`src/rtl/crtc_pkg.sv`:
```
// rtl/crtc_pkg.sv - shared constants, FSM states and mode record for the CRTC mode controller
package crtc_pkg;

  localparam logic [3:0] ADDR_HA       = 4'd0;
  localparam logic [3:0] ADDR_HFW      = 4'd1;
  localparam logic [3:0] ADDR_HSW      = 4'd2;
  localparam logic [3:0] ADDR_HBW      = 4'd3;
  localparam logic [3:0] ADDR_VA       = 4'd4;
  localparam logic [3:0] ADDR_VFW      = 4'd5;
  localparam logic [3:0] ADDR_VSW      = 4'd6;
  localparam logic [3:0] ADDR_VBW      = 4'd7;
  localparam logic [3:0] ADDR_PCLK_SEL = 4'd8;

  localparam logic [1:0] ERR_NONE = 2'd0;
  localparam logic [1:0] ERR_MODE = 2'd1;
  localparam logic [1:0] ERR_PLL  = 2'd2;

  localparam int unsigned MAX_TOTAL = 4095;

  typedef enum logic [2:0] {
    IDLE,
    CHECK,
    DRAIN,
    RESET,
    APPLY,
    LOCK_WAIT,
    RELEASE
  } state_e;

  typedef struct packed {
    logic [11:0] ha;
    logic [11:0] hfw;
    logic [11:0] hsw;
    logic [11:0] hbw;
    logic [11:0] va;
    logic [11:0] vfw;
    logic [11:0] vsw;
    logic [11:0] vbw;
    logic [2:0]  pclk_sel;
  } mode_t;

endpackage

```
`src/rtl/crtc_mode_ctrl_if.sv`:
```
// rtl/crtc_mode_ctrl_if.sv - CPU-side register/commit bus of the CRTC mode controller
interface crtc_mode_ctrl_if;
  logic        wr_i;
  logic [3:0]  addr_i;
  logic [11:0] data_i;
  logic [11:0] rdata_o;
  logic        commit_i;
  logic        busy_o;
  logic        done_o;
  logic [1:0]  err_o;
  logic        err_valid_o;

  modport master (
    output wr_i, addr_i, data_i, commit_i,
    input  rdata_o, busy_o, done_o, err_o, err_valid_o
  );

  modport slave (
    input  wr_i, addr_i, data_i, commit_i,
    output rdata_o, busy_o, done_o, err_o, err_valid_o
  );
endinterface

```
`src/rtl/crtc_mode_regs.sv`:
```
// rtl/crtc_mode_regs.sv - shadow timing register file with write decode and readback mux
module crtc_mode_regs
  import crtc_pkg::*;
(
  input  logic        clk_i,
  input  logic        rst_i,
  input  logic        wr_i,
  input  logic [3:0]  addr_i,
  input  logic [11:0] data_i,
  output logic [11:0] rdata_o,
  output mode_t       shadow_o
);

  mode_t shadow_q, shadow_d;

  always_comb begin
    shadow_d = shadow_q;
    if (wr_i) begin
      case (addr_i)
        ADDR_HA:       shadow_d.ha       = data_i;
        ADDR_HFW:      shadow_d.hfw      = data_i;
        ADDR_HSW:      shadow_d.hsw      = data_i;
        ADDR_HBW:      shadow_d.hbw      = data_i;
        ADDR_VA:       shadow_d.va       = data_i;
        ADDR_VFW:      shadow_d.vfw      = data_i;
        ADDR_VSW:      shadow_d.vsw      = data_i;
        ADDR_VBW:      shadow_d.vbw      = data_i;
        ADDR_PCLK_SEL: shadow_d.pclk_sel = data_i[2:0];
        default:       shadow_d          = shadow_q;
      endcase
    end
  end

  always_ff @(posedge clk_i) begin
    if (rst_i) begin
      shadow_q <= '0;
    end else begin
      shadow_q <= shadow_d;
    end
  end

  always_comb begin
    rdata_o = '0;
    case (addr_i)
      ADDR_HA:       rdata_o = shadow_q.ha;
      ADDR_HFW:      rdata_o = shadow_q.hfw;
      ADDR_HSW:      rdata_o = shadow_q.hsw;
      ADDR_HBW:      rdata_o = shadow_q.hbw;
      ADDR_VA:       rdata_o = shadow_q.va;
      ADDR_VFW:      rdata_o = shadow_q.vfw;
      ADDR_VSW:      rdata_o = shadow_q.vsw;
      ADDR_VBW:      rdata_o = shadow_q.vbw;
      ADDR_PCLK_SEL: rdata_o = {9'd0, shadow_q.pclk_sel};
      default:       rdata_o = '0;
    endcase
  end

  assign shadow_o = shadow_q;

endmodule

```
`src/rtl/crtc_mode_ctrl.sv`:
```
// rtl/crtc_mode_ctrl.sv - CRTC mode-change sequencer: validate, blank, reset, apply, PLL relock, enable
module crtc_mode_ctrl
  import crtc_pkg::*;
#(
  parameter int unsigned DRAIN_CYCLES = 64,
  parameter int unsigned RST_CYCLES   = 16,
  parameter int unsigned LOCK_TIMEOUT = 1048576
) (
  input  logic            clk_i,
  input  logic            rst_i,
  crtc_mode_ctrl_if.slave bus,
  output logic            enable_o,
  output logic            prst_o,
  output logic [11:0]     ha_o,
  output logic [11:0]     hfw_o,
  output logic [11:0]     hsw_o,
  output logic [11:0]     hbw_o,
  output logic [11:0]     va_o,
  output logic [11:0]     vfw_o,
  output logic [11:0]     vsw_o,
  output logic [11:0]     vbw_o,
  output logic [2:0]      pclk_sel_o,
  output logic            pll_reconf_o,
  input  logic            pll_locked_i
);

  localparam logic [15:0] DRAIN_LAST = 16'(DRAIN_CYCLES - 1);
  localparam logic [15:0] RST_LAST   = 16'(RST_CYCLES - 1);
  localparam logic [23:0] TMO_LAST   = 24'(LOCK_TIMEOUT - 1);
  localparam logic [23:0] LOCK_GUARD = 24'd2;
  localparam logic [2:0]  LOCK_QUAL  = 3'd4;

  mode_t       shadow;
  mode_t       live_q;
  state_e      state_q;
  logic [15:0] cnt_q;
  logic [23:0] tmo_q;
  logic [2:0]  run_q;
  logic        busy_q, done_q, err_valid_q, enable_q, prst_q, pll_reconf_q;
  logic [1:0]  err_q;

  logic [13:0] h_total, v_total;
  logic        mode_ok, lock_hit;

  crtc_mode_regs u_regs (
    .clk_i    (clk_i),
    .rst_i    (rst_i),
    .wr_i     (bus.wr_i),
    .addr_i   (bus.addr_i),
    .data_i   (bus.data_i),
    .rdata_o  (bus.rdata_o),
    .shadow_o (shadow)
  );

  assign h_total = 14'(shadow.ha) + 14'(shadow.hfw) + 14'(shadow.hsw) + 14'(shadow.hbw);
  assign v_total = 14'(shadow.va) + 14'(shadow.vfw) + 14'(shadow.vsw) + 14'(shadow.vbw);
  assign mode_ok = (shadow.ha != '0) && (shadow.va != '0) && (shadow.hsw != '0) &&
                   (shadow.vsw != '0) && (h_total <= 14'(MAX_TOTAL)) && (v_total <= 14'(MAX_TOTAL));

  // The PLL may still report the old lock for a couple of cycles after a reconf request.
  assign lock_hit = (tmo_q >= LOCK_GUARD) && pll_locked_i;

  always_ff @(posedge clk_i) begin
    if (rst_i) begin
      state_q      <= IDLE;
      cnt_q        <= '0;
      tmo_q        <= '0;
      run_q        <= '0;
      busy_q       <= 1'b0;
      done_q       <= 1'b0;
      err_q        <= ERR_NONE;
      err_valid_q  <= 1'b0;
      enable_q     <= 1'b0;
      prst_q       <= 1'b1;
      pll_reconf_q <= 1'b0;
      live_q       <= '0;
    end else begin
      done_q       <= 1'b0;
      err_valid_q  <= 1'b0;
      err_q        <= ERR_NONE;
      pll_reconf_q <= 1'b0;
      case (state_q)
        IDLE: begin
          if (bus.commit_i) begin
            busy_q  <= 1'b1;
            state_q <= CHECK;
          end
        end
        CHECK: begin
          if (!mode_ok) begin
            err_q       <= ERR_MODE;
            err_valid_q <= 1'b1;
            busy_q      <= 1'b0;
            state_q     <= IDLE;
          end else begin
            enable_q <= 1'b0;
            cnt_q    <= '0;
            state_q  <= DRAIN;
          end
        end
        DRAIN: begin
          if (cnt_q == DRAIN_LAST) begin
            cnt_q   <= '0;
            prst_q  <= 1'b1;
            state_q <= RESET;
          end else begin
            cnt_q <= cnt_q + 16'd1;
          end
        end
        RESET: begin
          if (cnt_q == RST_LAST) begin
            cnt_q   <= '0;
            state_q <= APPLY;
          end else begin
            cnt_q <= cnt_q + 16'd1;
          end
        end
        APPLY: begin
          live_q       <= shadow;
          pll_reconf_q <= 1'b1;
          tmo_q        <= '0;
          run_q        <= '0;
          state_q      <= LOCK_WAIT;
        end
        LOCK_WAIT: begin
          if (tmo_q != '1) tmo_q <= tmo_q + 24'd1;
          if (lock_hit) begin
            if (run_q != LOCK_QUAL) run_q <= run_q + 3'd1;
          end else begin
            run_q <= '0;
          end
          if (lock_hit && (run_q == LOCK_QUAL - 3'd1)) begin
            prst_q  <= 1'b0;
            state_q <= RELEASE;
          end else if (tmo_q == TMO_LAST) begin
            err_q       <= ERR_PLL;
            err_valid_q <= 1'b1;
            busy_q      <= 1'b0;
            state_q     <= IDLE;
          end
        end
        RELEASE: begin
          enable_q <= 1'b1;
          done_q   <= 1'b1;
          busy_q   <= 1'b0;
          state_q  <= IDLE;
        end
        default: state_q <= IDLE;
      endcase
    end
  end

  assign bus.busy_o      = busy_q;
  assign bus.done_o      = done_q;
  assign bus.err_o       = err_q;
  assign bus.err_valid_o = err_valid_q;
  assign enable_o        = enable_q;
  assign prst_o          = prst_q;
  assign pll_reconf_o    = pll_reconf_q;
  assign ha_o            = live_q.ha;
  assign hfw_o           = live_q.hfw;
  assign hsw_o           = live_q.hsw;
  assign hbw_o           = live_q.hbw;
  assign va_o            = live_q.va;
  assign vfw_o           = live_q.vfw;
  assign vsw_o           = live_q.vsw;
  assign vbw_o           = live_q.vbw;
  assign pclk_sel_o      = live_q.pclk_sel;

endmodule

```
`src/flat_wrapper.sv`:
```
// flat-port wrapper written by rule: the top's interface ports become plain ports
module crtc_mode_ctrl_flat import crtc_pkg::*;
#(
  parameter int unsigned DRAIN_CYCLES = 64,
  parameter int unsigned RST_CYCLES   = 16,
  parameter int unsigned LOCK_TIMEOUT = 1048576
)
  (clk_i, rst_i, enable_o, prst_o, ha_o, hfw_o, hsw_o, hbw_o, va_o, vfw_o, vsw_o, vbw_o, pclk_sel_o, pll_reconf_o, pll_locked_i, bus_wr_i, bus_addr_i, bus_data_i, bus_commit_i, bus_rdata_o, bus_busy_o, bus_done_o, bus_err_o, bus_err_valid_o);
  crtc_mode_ctrl_if bus_i ();
  input  logic clk_i;
  input  logic rst_i;
  output logic enable_o;
  output logic prst_o;
  output logic [11:0] ha_o;
  output logic [11:0] hfw_o;
  output logic [11:0] hsw_o;
  output logic [11:0] hbw_o;
  output logic [11:0] va_o;
  output logic [11:0] vfw_o;
  output logic [11:0] vsw_o;
  output logic [11:0] vbw_o;
  output logic [2:0] pclk_sel_o;
  output logic pll_reconf_o;
  input  logic pll_locked_i;
  input wire logic [$bits(bus_i.wr_i)-1:0] bus_wr_i;
  input wire logic [$bits(bus_i.addr_i)-1:0] bus_addr_i;
  input wire logic [$bits(bus_i.data_i)-1:0] bus_data_i;
  input wire logic [$bits(bus_i.commit_i)-1:0] bus_commit_i;
  output wire logic [$bits(bus_i.rdata_o)-1:0] bus_rdata_o;
  output wire logic [$bits(bus_i.busy_o)-1:0] bus_busy_o;
  output wire logic [$bits(bus_i.done_o)-1:0] bus_done_o;
  output wire logic [$bits(bus_i.err_o)-1:0] bus_err_o;
  output wire logic [$bits(bus_i.err_valid_o)-1:0] bus_err_valid_o;
  assign bus_i.wr_i = bus_wr_i;
  assign bus_i.addr_i = bus_addr_i;
  assign bus_i.data_i = bus_data_i;
  assign bus_i.commit_i = bus_commit_i;
  assign bus_rdata_o = bus_i.rdata_o;
  assign bus_busy_o = bus_i.busy_o;
  assign bus_done_o = bus_i.done_o;
  assign bus_err_o = bus_i.err_o;
  assign bus_err_valid_o = bus_i.err_valid_o;
  crtc_mode_ctrl #(.DRAIN_CYCLES(DRAIN_CYCLES), .RST_CYCLES(RST_CYCLES), .LOCK_TIMEOUT(LOCK_TIMEOUT)) u_core (.clk_i(clk_i), .rst_i(rst_i), .bus(bus_i), .enable_o(enable_o), .prst_o(prst_o), .ha_o(ha_o), .hfw_o(hfw_o), .hsw_o(hsw_o), .hbw_o(hbw_o), .va_o(va_o), .vfw_o(vfw_o), .vsw_o(vsw_o), .vbw_o(vbw_o), .pclk_sel_o(pclk_sel_o), .pll_reconf_o(pll_reconf_o), .pll_locked_i(pll_locked_i));
endmodule
```
`config.mk`:
```
export PLATFORM = sky130hd
export DESIGN_NAME = crtc_mode_ctrl_flat
export DESIGN_NICKNAME = d
export VERILOG_FILES = /design/src/rtl/crtc_pkg.sv /design/src/rtl/crtc_mode_ctrl_if.sv /design/src/rtl/crtc_mode_regs.sv /design/src/rtl/crtc_mode_ctrl.sv /design/src/flat_wrapper.sv
export SDC_FILE = /design/constraint.sdc
export NUM_CORES = 1
export LEC_CHECK = 0
export BUFFER_PORTS_ARGS = -buffer_cell sky130_fd_sc_hd__buf_2
export CAP_MARGIN = 25
export CORE_MARGIN = 2
export CORE_UTILIZATION = 54
export DETAILED_ROUTE_END_ITERATION = 8
export GPL_TIMING_DRIVEN = 0
export HOLD_SLACK_MARGIN = 0.1
export PLACE_DENSITY = 0.77
export SLEW_MARGIN = 15
export SYNTH_ARGS = -nofsm -noshare
export SYNTH_HDL_FRONTEND = slang
export SYNTH_HIERARCHICAL = 1
export SYNTH_SLANG_ARGS = --single-unit
export TNS_END_PERCENT = 100
```
`constraint.sdc`:
```
create_clock -name clk_i -period 3.2 [get_ports clk_i]
set_clock_uncertainty 0.15 [all_clocks]
set_input_delay 0.16 -clock clk_i [delete_from_list [all_inputs] [get_ports clk_i]]
set_output_delay 0.16 -clock clk_i [all_outputs]
set_load 0.01 [all_outputs]
```
; After elaboration in Yosys (flattened, before gate mapping)
; Cells that the tools add are included.
[word_totals]
wordCells = 143
out_inout_bits = 119
register_bits = 252
in_bits = 21
[classes]
n_lt_le_gt_ge = 3
n_reduce_logical = 34
addsub = 9
muxes = 37
n_eq_ne = 31
[ops]
columns = operator, count
row1 = case mux 12 bit (9 select lines), 1
row2 = adder 14 x 12 -> 14 bit, 4
row3 = 2-to-1 mux 16 bit, 3
row4 = case mux 16 bit (3 select lines), 1
row5 = case mux 24 bit (2 select lines), 1
row6 = nonzero test 12 bit, 4
row7 = "<= comparator 14 x 12 -> 1 bit, second input constant", 2
row8 = adder 12 x 12 -> 13 bit, 2
row9 = AND reduction 2 bit, 13
row10 = "adder 24 x 1 -> 24 bit, second input constant", 1
row11 = "== test 24 x 20 -> 1 bit, second input constant", 1
row12 = "greater-or-equal comparator 24 x 2 -> 1 bit, second input constant", 1
row13 = 2-to-1 mux 24 bit, 1
row14 = "inequality test 24 bit, second input constant", 1
row15 = 2-to-1 mux 3 bit, 7
row16 = case mux 3 bit (6 select lines), 1
row17 = "adder 16 x 1 -> 16 bit, second input constant", 1
row18 = "== test 16 x 4 -> 1 bit, second input constant", 1
row19 = "== test 16 x 6 -> 1 bit, second input constant", 1
row20 = "== test 4 x 3 -> 1 bit, second input constant", 4
row21 = 2-to-1 mux 1 bit, 13
row22 = "inequality test 2 x 1 -> 1 bit, second input constant", 6
row23 = "== test 3 x 2 -> 1 bit, second input constant", 3
row24 = "== test 3 bit, second input constant", 3
row25 = 22 further kinds, 38

; Longest topological paths before layout
[depth]
ltp_word = 8
mapped_depth = 15
mapped_depth_nobuf = 14

; Modules after synthesis
; The synthesis kept the hierarchy.
[modules_own_cells]
columns = module, cells_per_inst, n_inst, area_per_inst_um2
row1 = crtc_mode_ctrl, 1022, 1, 8249.2
row2 = crtc_mode_regs, 542, 1, 4626.9

; Least setup slack after synthesis
; OpenSTA, ideal clock, no wires.
[synth_path]
kind = register -> register
start = register u_core.u_regs.shadow_q, in the netlist u_core/u_regs/shadow_o[18]
end = register u_core.cnt_q[10]
arrival_time_ns = 3.221
slack_ns = -0.305
setup_ns = 0.133
path_stages_with_launch = 14
required_time_ns = 2.917
path_cell_list = dfxtp_1 > inv_1 > fa_1 > fa_1 > inv_1 > ha_1 > a21oi_1 > a211oi_1 > or4_1 > nand3_1 > o211ai_2 > o21bai_2 > buf_2 > a311oi_1
[synth_between]
elab_chain_cells = 6
elab_cells_between_ends = 9
classes_between = add/sub: 2 / order compare: 1 / eq/ne: 1 / reduce/logical: 5
[synth_rtl]
columns = item, line
row1 = start: declaration, crtc_mode_regs.sv:14  ; mode_t shadow_q, shadow_d;
row2 = start signal: assignment, crtc_mode_regs.sv:38  ; shadow_q <= shadow_d;
row3 = adder 14 x 12 -> 14 bit or nonzero test 12 bit (tied branches), "crtc_mode_ctrl.sv:56, crtc_mode_ctrl.sv:58"
row4 = adder 14 x 12 -> 14 bit or logical AND 1 bit (tied branches), "crtc_mode_ctrl.sv:56, crtc_mode_ctrl.sv:57"
row5 = <= comparator 14 x 12 -> 1 bit or logical AND 1 bit (tied branches), crtc_mode_ctrl.sv:58  ; (shadow.vsw != '0) && (h_total <= 14'(MAX_TOTAL)) && (v_total <= 14'(MAX_TOTAL));
row6 = logical AND 1 bit *, crtc_mode_ctrl.sv:58
row7 = inequality test 2 x 1 -> 1 bit (no source line) *, -
row8 = AND reduction 2 bit (no source line) *, -
row9 = end signal: assignment, crtc_mode_ctrl.sv:107  ; cnt_q <= cnt_q + 16'd1;
row10 = end signal: assignment, crtc_mode_ctrl.sv:115  ; cnt_q <= cnt_q + 16'd1;
row11 = end: declaration, crtc_mode_ctrl.sv:36  ; logic [15:0] cnt_q;
; Every way passes the cells marked *; elsewhere a longest branch is shown, timed or not.
; A chain may end at the register's enable or synchronous reset.

; Final worst setup path
[layout_path]
start = register u_core.u_regs.shadow_q, in the netlist u_core/u_regs/shadow_o[79]
end = register u_core.cnt_q[8]
[layout_between]
elab_chain_cells = 8
[layout_rtl]
columns = item, line
row1 = adder 12 x 12 -> 13 bit, crtc_mode_ctrl.sv:55  ; assign h_total = 14'(shadow.ha) + 14'(shadow.hfw) + 14'(shadow.hsw) + 14'(shadow.hbw);
row2 = adder 14 x 12 -> 14 bit (2 in a row), crtc_mode_ctrl.sv:55
row3 = <= comparator 14 x 12 -> 1 bit, crtc_mode_ctrl.sv:58
row4 = logical AND 1 bit (2 in a row), crtc_mode_ctrl.sv:58
row5 = inequality test 2 x 1 -> 1 bit (no source line), -
row6 = AND reduction 2 bit (no source line), -
; No other way between the ends.

==> key figures <==
Synthesis
  • Register bit total from synthesis: 252
  • Yosys Warn Count: 6
  • Sequential fraction of the synthesis area: 0.392
  • Mapped Cells: 1564
  • Post-synth ARST share: 0
  • Post-synth cell types: 78
  • Post-synth EDFFs: 0
  • Syn_nets: 1665
  • Area of the mapped netlist: 12900 µm²
  • Avg Cell Area, Syn: 8.23 µm²
  • Main flop type after synthesis: dfxtp_1

STA
  • Final period utilization: 1.13
  • Rel. slew slack: 0.359
  • Worst hold slack: 0.135 ns
  • Final min period: 3.63 ns
  • Worst-margin pin slew: 0.961 ns
  • Final setup viols: 21
  • RSZ-0062 raised after global routing: true
  • Final worst slack: -0.429 ns
  • Hold Vio Cnt, Final: 0
  • Fin. max-slew vios: 0
  • Fmax: 276 MHz

Final layout
  • Most frequent cells in the layout: nand2_1 (315), dfxtp_1 (192), a21oi_1 (185)
  • Share of cells above drive strength 1: 0.215
  • Commonest non-fill, non-tap cell in the layout: nand2_1
  • # nets final: 1869
  • Post-Layout Inst Area: 15800 µm²
  • Util after Layout: 0.675
  • Non-filler cells, final: 2107
  • P&R area growth vs syn: 23.0%

Placement
  • HPWL after DPL: 30500 µm
  • Cell Area, Placed: 14000 µm²
  • Gpl congestion: 1.02
  • Placed Cells incl. Taps: 2009
  • PortBufs: 125

Floorplanning
  • Starting density of the core: 0.549
  • Die height: 158 µm
  • IO Pins: 140
  • Core Rows: 56
  • Die X: 158 µm
  • Die ar.: 25100 µm²
  • Core box area: 23500 µm²

Drt
  • Final wirelength: 43900 µm
  • Residual DRC count: 0
  • Via density: 5.91
  • Detailed-route via count: 12400
  • Post-DRT Antenna Nets: 0
  • First-pass detailed-route iteration total: 8
  • DR iter-0 viols: 1497
  • Per-cell routed wire length: 20.8 µm

Worst setup path
  • Critical path arrival: 3.92 ns
  • Crit Path Max Fanout: 5
  • CP Launch Type: flip-flop
  • Crit. End Element: flip-flop
  • WP data required: 3.49 ns
  • Setup Crit Path Kind: flip-flop to flip-flop

GRT
  • Vias in the first global route: 11600
  • Global Route Usage Sum: 0.340
  • First-pass GRT wire length: 64900 µm
  • Initial antenna violation count: 1
  • Congestion Overflow GR: 0
  • Largest net degree at the start of global routing: 14

Status
  • Violated checks: setup timing
  • Status: complete, but fails checks

Clock tree
  • TritonCTS Sinks: 252
  • Number of H-tree levels: 1
  • CTS tree: built
  • Clock Path Buffers: 3
  • Clk root buf: clkbuf_16
  • Clock Latency Late Sink: 0.54 ns
  • TritonCTS buffer count: 27
  • Clock Pin Slew Worst Setup and Hold Paths: 0.07 ns

Flow run
  • Number of max-cap violations: 0

Power and ir drop
  • PwrDens: 432 nW/µm²
  • Leak: 5.94 nW
  • Max rail drop VDD: 0.532 mV

Min path
  • Hold Crit Class: input pin to flip-flop
final timing paths:
path,from,endpoint,slack [ns],cells past startpoint
hold reg to reg,u_core/vsw_o[7],u_core/vsw_o[7],0.30,2
setup / recovery,u_core/u_regs/shadow_o[79],u_core/cnt_q[8],-0.43,13
hold / removal,bus_addr_i[0],u_core/u_regs/shadow_o[63],0.14,5
setup reg to reg,u_core/u_regs/shadow_o[79],u_core/cnt_q[8],-0.43,13
flip-flops by register name, summed over array words and instances (netlist names), 12 cells and up:
name and count:
u_core/ha_o 12, u_core/hbw_o 12, u_core/u_regs/shadow_o 99, u_core/vfw_o 12, u_core/hsw_o 12, u_core/tmo_q 24
u_core/va_o 12, u_core/cnt_q 16, u_core/hfw_o 12, u_core/vbw_o 12, u_core/vsw_o 12
area by class of cell:
type | instances | area [µm²]
Inverter | 127 | 477
Buffer | 102 | 478
Tap cell | 319 | 399
Timing Repair Buffer | 175 | 1080
Clock buffer | 37 | 783
Antenna cell | 1 | 2.50
Fill cell | 1865 | 7630
Sequential cell | 252 | 5210
Multi-Input combinational cell | 1083 | 7280
Clock inverter | 11 | 139
where the power goes:
part	switching [mW]	total (mW)	internal (mW)
registers	0.0351	3.17	3.13
clock network	1.30	3.25	1.95
logic	0.286	0.422	0.137
per-stage QoR:
| step | setup slack (ns) | setup TNS (ns) | power, mW |
|---|---|---|---|
| 2_1_floorplan | -0.0443 | -0.348 | 3.49 |
| 3_3_place_gp | -0.910 | -16.69 | 3.62 |
| 3_5_place_dp | -0.951 | -17.53 | 3.62 |
| 4_1_cts | -0.387 | -7.17 | 6.84 |
| 5_1_grt | -0.578 | -9.95 | 7.00 |
| 6_report | -0.429 | -7.78 | 6.84 |
cell families after synthesis:
logic type               Yosys count  share of synthesized area
adder cells (fa/ha/maj)           80                      0.106
flip-flops                       252                      0.392
multiplexers                      66                     0.0529
buffers and inverters            229                     0.0737
XOR/XNOR                          21                     0.0143
AO/OA/AOI/OAI                    309                      0.145
AND/OR/NAND/NOR                  607                      0.217
Yosys cell counts, drive strengths merged, types with 16 or more instances:
cell type | number | area (µm²)
nand2 | 316 | 1190
dfxtp | 252 | 5040
a21oi | 192 | 972
inv | 127 | 477
nor2 | 90 | 340
clkbuf | 70 | 264
nand3 | 68 | 340
mux2i | 59 | 591
fa | 48 | 961
buf | 32 | 208
ha | 32 | 400
o21ai | 29 | 145
nor4 | 24 | 156
xor2 | 16 | 140
what timing repair did:
item / CTS / global route
endpoints found under the hold margin: 81 / 0
pin swaps: 26 / 26
buffers inserted: 20 / 7
resized for setup: 91 / 46
cloned: 1 / 0
hold buffers: 21 / 0
endpoints found under the setup margin: 21 / 21
layer usage:
metal / up-vias / track usage / part of all wire
met5: - / 0 / 0
met1: 5934 / 0.445 / 0.40
met4: 0 / 0.154 / 0.044
met3: 136 / 0.0746 / 0.11
met2: 699 / 0.542 / 0.45
li1: 5674 / - / -
critical path, cell delays in order, from the launching register on:
cell and delay [ns]:
dfxtp_4 0.37, inv_1 0.06, fa_1 0.49, fa_1 0.52, inv_1 0.04, ha_1 0.22, a211oi_2 0.23, nor2_1 0.07
o31a_1 0.29, o21a_1 0.21, o211ai_4 0.34, o21bai_4 0.14, buf_6 0.16, a311oi_1 0.24
Power figures use the tool's default switching activity.
